## config.mk

```make
export PLATFORM = sky130hd
export DESIGN_NAME = bram_stream_reader_flat
export DESIGN_NICKNAME = d
export VERILOG_FILES = /design/src/rtl/matmul_pkg.sv /design/src/rtl/bram_stream_reader_if.sv /design/src/rtl/stream_fifo.sv /design/src/rtl/bram_stream_reader.sv /design/src/flat_wrapper.sv
export SDC_FILE = /design/constraint.sdc
export NUM_CORES = 1
export LEC_CHECK = 0
export CORE_UTILIZATION = 55
export CTS_CLUSTER_DIAMETER = 80
export DETAILED_ROUTE_END_ITERATION = 10
export HOLD_SLACK_MARGIN = 0.15
export MAX_ROUTING_LAYER = met4
export PLACE_DENSITY = 0.85
export REMOVE_ABC_BUFFERS = 1
export SETUP_SLACK_MARGIN = 0.05
export SLEW_MARGIN = 25
export SYNTH_ARGS = -nofsm -noshare
export SYNTH_HDL_FRONTEND = slang
export SYNTH_HIERARCHICAL = 1
export SYNTH_SLANG_ARGS = --single-unit
```

## constraint.sdc

```tcl
create_clock -name clock -period 2.5 [get_ports clock]
set_input_delay 0.5 -clock clock [delete_from_list [all_inputs] [get_ports clock]]
set_output_delay 0.5 -clock clock [all_outputs]
set_load 0.02 [all_outputs]
```

## src/rtl/matmul_pkg.sv

```systemverilog
// Shared types and sizing for the matmul BRAM stream reader.
// Reader FSM states and output FIFO geometry live here.
package matmul_pkg;

    typedef enum logic [1:0] {
        IDLE  = 2'd0,
        RUN   = 2'd1,
        DRAIN = 2'd2
    } reader_state_t;

    localparam int READER_FIFO_DEPTH = 4;
    localparam int FIFO_PTR_W        = $clog2(READER_FIFO_DEPTH);
    localparam int FIFO_CNT_W        = FIFO_PTR_W + 1;

endpackage

```

## src/rtl/bram_stream_reader_if.sv

```systemverilog
// Command, BRAM read port and output stream of the BRAM stream reader.
// The stride signal exists only when BRAM_STREAM_READER_STRIDE_EN is defined.
interface bram_stream_reader_if #(
    parameter int BRAM_ADDR_WIDTH = 10,
    parameter int BRAM_DATA_WIDTH = 32
);

    logic                       start;
    logic [BRAM_ADDR_WIDTH-1:0] base_addr;
    logic [BRAM_ADDR_WIDTH:0]   length;
    logic                       busy;
    logic                       done;
    logic [BRAM_ADDR_WIDTH-1:0] rd_addr;
    logic [BRAM_DATA_WIDTH-1:0] bram_dout;
    // Stream: a word moves when out_valid && out_ready at a rising edge; once
    // out_valid is high it stays high with out_data stable until that happens.
    logic [BRAM_DATA_WIDTH-1:0] out_data;
    logic                       out_valid;
    logic                       out_ready;

`ifdef BRAM_STREAM_READER_STRIDE_EN
    logic [BRAM_ADDR_WIDTH-1:0] stride;

    modport master (
        input  start, base_addr, length, stride, bram_dout, out_ready,
        output busy, done, rd_addr, out_data, out_valid
    );
    modport slave (
        output start, base_addr, length, stride, bram_dout, out_ready,
        input  busy, done, rd_addr, out_data, out_valid
    );
`else
    modport master (
        input  start, base_addr, length, bram_dout, out_ready,
        output busy, done, rd_addr, out_data, out_valid
    );
    modport slave (
        output start, base_addr, length, bram_dout, out_ready,
        input  busy, done, rd_addr, out_data, out_valid
    );
`endif

endinterface

```

## src/rtl/stream_fifo.sv

```systemverilog
// Small synchronous FIFO holding BRAM words awaiting stream transfer.
module stream_fifo
    import matmul_pkg::*;
#(
    parameter int DATA_WIDTH = 32
) (
    input  logic                  clock,
    input  logic                  reset,
    input  logic                  push_i,
    input  logic                  pop_i,
    input  logic [DATA_WIDTH-1:0] data_i,
    output logic [DATA_WIDTH-1:0] data_o,
    output logic                  full_o,
    output logic                  empty_o,
    output logic [FIFO_CNT_W-1:0] count_o
);

    logic [DATA_WIDTH-1:0] mem_q [READER_FIFO_DEPTH];
    logic [FIFO_PTR_W-1:0] wr_ptr_q;
    logic [FIFO_PTR_W-1:0] rd_ptr_q;
    logic [FIFO_CNT_W-1:0] count_q;
    logic                  do_push;
    logic                  do_pop;

    assign full_o  = (count_q == FIFO_CNT_W'(READER_FIFO_DEPTH));
    assign empty_o = (count_q == '0);
    assign do_push = push_i && !full_o;
    assign do_pop  = pop_i && !empty_o;
    assign data_o  = mem_q[rd_ptr_q];
    assign count_o = count_q;

    // Storage is cleared on reset so the head reads zero out of reset.
    always_ff @(posedge clock or negedge reset) begin
        if (!reset) begin
            for (int i = 0; i < READER_FIFO_DEPTH; i++) mem_q[i] <= '0;
            wr_ptr_q <= '0;
            rd_ptr_q <= '0;
            count_q  <= '0;
        end else begin
            if (do_push) begin
                mem_q[wr_ptr_q] <= data_i;
                wr_ptr_q        <= wr_ptr_q + 1'b1;
            end
            if (do_pop) rd_ptr_q <= rd_ptr_q + 1'b1;
            case ({do_push, do_pop})
                2'b10:   count_q <= count_q + 1'b1;
                2'b01:   count_q <= count_q - 1'b1;
                default: count_q <= count_q;
            endcase
        end
    end

endmodule

```

## src/rtl/bram_stream_reader.sv

```systemverilog
// Walks a BRAM address range and streams the words out through a credit-gated FIFO.
// Define BRAM_STREAM_READER_STRIDE_EN to add a latched address stride (default step 1).
module bram_stream_reader
    import matmul_pkg::*;
#(
    parameter int BRAM_ADDR_WIDTH = 10,
    parameter int BRAM_DATA_WIDTH = 32
) (
    input  logic                 clock,
    input  logic                 reset,
    bram_stream_reader_if.master bus,
    output reader_state_t        dbg_state_o
);

    localparam int AW = BRAM_ADDR_WIDTH;

    reader_state_t             state_q, state_d;
    logic [AW-1:0]             addr_q, addr_d;
    logic [AW-1:0]             step;
    logic [AW:0]               rem_q, rem_d;
    logic                      done_q, done_d;
    logic                      iss_q, v1_q, issue;
    logic [FIFO_CNT_W-1:0]     fifo_count, credit_sum;
    logic                      fifo_full, fifo_empty, pop, credit_ok;
    logic [BRAM_DATA_WIDTH-1:0] fifo_dout;

`ifdef BRAM_STREAM_READER_STRIDE_EN
    logic [AW-1:0] stride_q, stride_d;
    assign step = stride_q;
`else
    assign step = AW'(1);
`endif

    // iss_q/v1_q track a read through the BRAM's registered output: a slot is
    // reserved at issue so the FIFO can never overflow.
    assign pop        = !fifo_empty && bus.out_ready;
    assign credit_sum = fifo_count + {{(FIFO_CNT_W-1){1'b0}}, iss_q}
                                   + {{(FIFO_CNT_W-1){1'b0}}, v1_q};
    assign credit_ok  = !fifo_full && (credit_sum < FIFO_CNT_W'(READER_FIFO_DEPTH));

    always_comb begin
        state_d = state_q;
        addr_d  = addr_q;
        rem_d   = rem_q;
        done_d  = 1'b0;
        issue   = 1'b0;
`ifdef BRAM_STREAM_READER_STRIDE_EN
        stride_d = stride_q;
`endif
        case (state_q)
            IDLE: begin
                if (bus.start) begin
                    if (bus.length == '0) begin
                        done_d = 1'b1;
                    end else begin
                        issue   = 1'b1;
                        addr_d  = bus.base_addr;
                        rem_d   = bus.length - (AW+1)'(1);
                        state_d = RUN;
`ifdef BRAM_STREAM_READER_STRIDE_EN
                        stride_d = bus.stride;
`endif
                    end
                end
            end
            RUN: begin
                if (rem_q == '0) begin
                    state_d = DRAIN;
                end else if (credit_ok) begin
                    issue  = 1'b1;
                    addr_d = addr_q + step;
                    rem_d  = rem_q - (AW+1)'(1);
                    if (rem_q == (AW+1)'(1)) state_d = DRAIN;
                end
            end
            DRAIN: begin
                if (!iss_q && !v1_q && fifo_count == FIFO_CNT_W'(1) && pop) begin
                    state_d = IDLE;
                    done_d  = 1'b1;
                end
            end
            default: state_d = IDLE;
        endcase
    end

    always_ff @(posedge clock or negedge reset) begin
        if (!reset) begin
            state_q <= IDLE;
            addr_q  <= '0;
            rem_q   <= '0;
            done_q  <= 1'b0;
            iss_q   <= 1'b0;
            v1_q    <= 1'b0;
`ifdef BRAM_STREAM_READER_STRIDE_EN
            stride_q <= '0;
`endif
        end else begin
            state_q <= state_d;
            addr_q  <= addr_d;
            rem_q   <= rem_d;
            done_q  <= done_d;
            iss_q   <= issue;
            v1_q    <= iss_q;
`ifdef BRAM_STREAM_READER_STRIDE_EN
            stride_q <= stride_d;
`endif
        end
    end

    stream_fifo #(.DATA_WIDTH(BRAM_DATA_WIDTH)) u_fifo (
        .clock   (clock),
        .reset   (reset),
        .push_i  (v1_q),
        .pop_i   (pop),
        .data_i  (bus.bram_dout),
        .data_o  (fifo_dout),
        .full_o  (fifo_full),
        .empty_o (fifo_empty),
        .count_o (fifo_count)
    );

    assign bus.rd_addr   = addr_q;
    assign bus.busy      = (state_q != IDLE);
    assign bus.done      = done_q;
    assign bus.out_valid = !fifo_empty;
    assign bus.out_data  = fifo_dout;
    assign dbg_state_o   = state_q;

endmodule

```

## src/flat_wrapper.sv

```systemverilog
// flat-port wrapper written by rule: the top's interface ports become plain ports
module bram_stream_reader_flat import matmul_pkg::*;
#(
    parameter int BRAM_ADDR_WIDTH = 10,
    parameter int BRAM_DATA_WIDTH = 32
)
  (clock, reset, dbg_state_o, bus_start, bus_base_addr, bus_length, bus_bram_dout, bus_out_ready, bus_busy, bus_done, bus_rd_addr, bus_out_data, bus_out_valid);
  bram_stream_reader_if #(.BRAM_ADDR_WIDTH(BRAM_ADDR_WIDTH), .BRAM_DATA_WIDTH(BRAM_DATA_WIDTH)) bus_i ();
  input  logic clock;
  input  logic reset;
  output reader_state_t dbg_state_o;
  input wire logic [$bits(bus_i.start)-1:0] bus_start;
  input wire logic [$bits(bus_i.base_addr)-1:0] bus_base_addr;
  input wire logic [$bits(bus_i.length)-1:0] bus_length;
  input wire logic [$bits(bus_i.bram_dout)-1:0] bus_bram_dout;
  input wire logic [$bits(bus_i.out_ready)-1:0] bus_out_ready;
  output wire logic [$bits(bus_i.busy)-1:0] bus_busy;
  output wire logic [$bits(bus_i.done)-1:0] bus_done;
  output wire logic [$bits(bus_i.rd_addr)-1:0] bus_rd_addr;
  output wire logic [$bits(bus_i.out_data)-1:0] bus_out_data;
  output wire logic [$bits(bus_i.out_valid)-1:0] bus_out_valid;
  assign bus_i.start = bus_start;
  assign bus_i.base_addr = bus_base_addr;
  assign bus_i.length = bus_length;
  assign bus_i.bram_dout = bus_bram_dout;
  assign bus_i.out_ready = bus_out_ready;
  assign bus_busy = bus_i.busy;
  assign bus_done = bus_i.done;
  assign bus_rd_addr = bus_i.rd_addr;
  assign bus_out_data = bus_i.out_data;
  assign bus_out_valid = bus_i.out_valid;
  bram_stream_reader #(.BRAM_ADDR_WIDTH(BRAM_ADDR_WIDTH), .BRAM_DATA_WIDTH(BRAM_DATA_WIDTH)) u_core (.clock(clock), .reset(reset), .bus(bus_i), .dbg_state_o(dbg_state_o));
endmodule
```

==> flow_summary.json <==
{
  "outcome": "completed",
  "final-hold-violation-count": 0,
  "worstReg2RegEnd": "u_core/rem_q[5]",
  "synthesis.area_um2": 7730,
  "synth_area_leaders": "dfrtp_1, mux2_2, mux4_2",
  "layout_common_cells": "dfrtp_1, mux2_2, clkdlybuf4s50_1",
  "drt_iter0_markers": 292,
  "rows": 42,
  "cp_max_fo": 22,
  "final_common_cell": "dfrtp_1",
  "hpwl_um": 11100,
  "synth.top_cell.area_share": 0.521,
  "setup_viol": 0,
  "maxUsedRoutingLayer": "met4",
  "track_usage": 0.254,
  "cap_violations": 0,
  "crit_buf_inv": 2,
  "synthCells": 565,
  "rsz0062_at_grt": "yes",
  "path_depth": 3,
  "n_antenna_cell": 0,
  "via_per_inst": 5.76,
  "p_comb_frac": 0.473,
  "slowest_stage": "mux4_2",
  "cts_root_buf": "clkbuf_16",
  "tns_ns": 0,
  "grt_max_degree": 66,
  "slowest_delay_ns": 0.54,
  "fmax_mhz": 411,
  "grt_overflow": 0,
  "crit_required_ns": 2.00,
  "ctsLongestPathBuffers": 2,
  "ys_seq_elements": 161,
  "route.met2.wl_um": 8570,
  "synth-edff-count": 0,
  "async_flop_share": 1.00,
  "finalClockSkew_ns": 0.00583,
  "grt_antenna_before_repair": 0,
  "gp_congestion": 0.864,
  "regToRegSetupSlack_ns": 0.17,
  "seq_area_um2": 4030,
  "remaining_drc_errors": 0,
  "numCtsBuffers": 17,
  "antenna_left": 0,
  "crit_chain": "buf_12, mux4_2, dlygate4sd2_1",
  "syn_to_final_growth_pct": 26.3,
  "grt_pass1_wl_um": 27200,
  "vdd_ir_drop_max_v": 0.00102,
  "synth-main-ff-cell": "dfrtp_1",
  "drt-met1-wl_um": 6960,
  "grt_pass1_vias": 5442,
  "wl_met3_um": 976,
  "die_h_um": 121,
  "yosysWarnings": 6,
  "num_vias": 5098,
  "wl_per_cell_um": 18.8,
  "wirelength_um": 16600,
  "intPower_mw": 9.15,
  "leakagePower_nw": 4.14,
  "fp.dieW_um": 121,
  "fin_crit_ns": 2.43,
  "clkPwrFrac": 0.190,
  "seq_power_share": 0.337,
  "drive_gt1_frac": 0.355,
  "yosysSeqAreaShare": 0.521,
  "criticalPathCategory": "reg2out",
  "tritoncts": "done",
  "critPathLaunch": "u_core/u_fifo/rd_ptr_q[0]",
  "fillers": 894,
  "powerDensity_nw_per_um2": 1470,
  "critical_path.endpoint": "bus_out_data[9]",
  "max_slew_margin": 0.588,
  "tightest_slew_ns": 0.618,
  "power_mw": 14.3,
  "swShare": 0.360,
  "reg2reg_depth": 8,
  "p_sw_mw": 5.15,
  "syn_area_per_cell_um2": 13.7,
  "start_kind": "register",
  "arrival_ns": 1.93,
  "firstDrtPassIters": 5,
  "initial_core_util": 0.574,
  "clk_latency_ns": 0.43,
  "crit_family": "buffers and inverters",
  "path_clk_slew_ns": 0.06,
  "multiInputGateArea_um2": 3460,
  "reg2reg_from": "u_core/u_fifo/count_o[0]",
  "fin_crit_sh": 0.973,
  "htree_levels": 4,
  "fp.dieArea_um2": 14500,
  "min_path_type": "reg2reg",
  "slew_viol_final": 0,
  "io_buffer_count": 103,
  "hold_depth": 0,
  "yosysUniqueCellTypes": 46,
  "yosysTopAreaCell": "dfrtp_1",
  "finalNetCount": 766,
  "cts_num_sinks": 161,
  "end_kind": "output pin",
  "core_area_um2": 13500,
  "design.portCount": 104
}
[flip-flops by register name, indices dropped and copies added (netlist names)]
| name | cells |
|---|---|
| u_core/bus.done | 1 |
| u_core/bus.rd_addr | 10 |
| u_core/dbg_state_o | 2 |
| u_core/iss_q | 1 |
| u_core/rem_q | 11 |
| u_core/u_fifo/count_o | 3 |
| u_core/u_fifo/mem_q | 128 |
| u_core/u_fifo/rd_ptr_q | 2 |
| u_core/u_fifo/wr_ptr_q | 2 |
| u_core/v1_q | 1 |
[worst min path at each step]
stage                      start              end  slack (ns)
floorplan                  reset  u_core/bus.done        0.20
global placement    u_core/iss_q      u_core/v1_q        0.40
detailed placement  u_core/iss_q      u_core/v1_q        0.40
CTS                 u_core/iss_q      u_core/v1_q        0.42
global route        u_core/iss_q      u_core/v1_q        0.42
finish              u_core/iss_q      u_core/v1_q        0.42
[worst register-to-register path: cells and delay by family (launching register included)]
family	cells	cell delay [ns]
compound gates	4	0.76
fa+ha+maj	1	0.29
buf+inv	1	0.19
flops	1	0.44
simple gates	2	0.54
[per-stage QoR]
stage	cell area (µm²)	setup slack (ns)	hold slack, ns	util	std cells
floorplan	7500	-0.143	0.204	-	535
global placement	9120	-0.186	0.398	0.678	850
detailed placement	9120	-0.271	0.399	0.678	850
CTS	9730	0.0308	0.421	0.723	883
global route	9760	0.00530	0.424	0.725	885
finish	9760	0.0685	0.418	0.725	885
[cells in the mapped netlist, types with 2 or more instances]
master    number
or4b_2         2
or2_2          2
nand3_1        7
nor3_1         7
clkbuf_1      10
mux4_2        32
xnor2_1        6
dfrtp_1      161
nor4_1         5
mux2_2       129
o21ai_0       28
ha_1          12
inv_1         14
buf_6         14
buf_2          6
nor2b_1        2
or3_1          5
a21oi_1       26
a31oi_1        2
xor2_1         8
nor2_1        19
nand2_1       32
o22ai_1        5
o31a_1         2
or4_4          2
o21a_1         2
a22oi_2        2
nand2b_1       4
mux2i_1        2
[routing by layer]
| layer | track usage | vias to the layer above |
|---|---|---|
| met2 | 0.423 | 176 |
| met1 | 0.313 | 2591 |
| met3 | 0.0613 | 12 |
| met5 | - | - |
| li1 | - | 2319 |
| met4 | 0.0625 | 0 |
[power by group through the flow]
stage	Sequential, mW	Combinational (mW)	Clock, mW
2_1_floorplan	4.82	4.38	0
3_3_place_gp	4.67	6.87	0
3_5_place_dp	4.82	7.12	0
4_1_cts	4.81	6.79	2.78
5_1_grt	4.98	7.26	2.87
6_report	4.82	6.76	2.72
[what timing repair did]
action / 4_1_cts / 5_1_grt
hold endpoints to repair: 61 / 0
gates resized for setup: 33 / 4
hold buffers: 1 / 0
buffers inserted: 0 / 2
setup endpoints to repair: 32 / 37
[cell type report]
cell class,instances,area share
Clock buffer,22,0.0496
Clock inverter,10,0.0151
Inverter,15,0.00603
Multi-Input combinational cell,359,0.355
Sequential cell,161,0.413
Tap cell,176,0.0226
Timing Repair Buffer,142,0.139
[kinds of logic after synthesis]
| family | after synthesis | synth area share |
|---|---|---|
| AOI/OAI and AO/OA | 74 | 0.0560 |
| xor gates and xnor gates | 14 | 0.0159 |
| adders and majority gates | 13 | 0.0220 |
| buffers and inverters | 45 | 0.0364 |
| DFF | 161 | 0.521 |
| muxes | 163 | 0.284 |
| and+or+nand+nor | 95 | 0.0646 |
(Power assumes the default switching activity.)
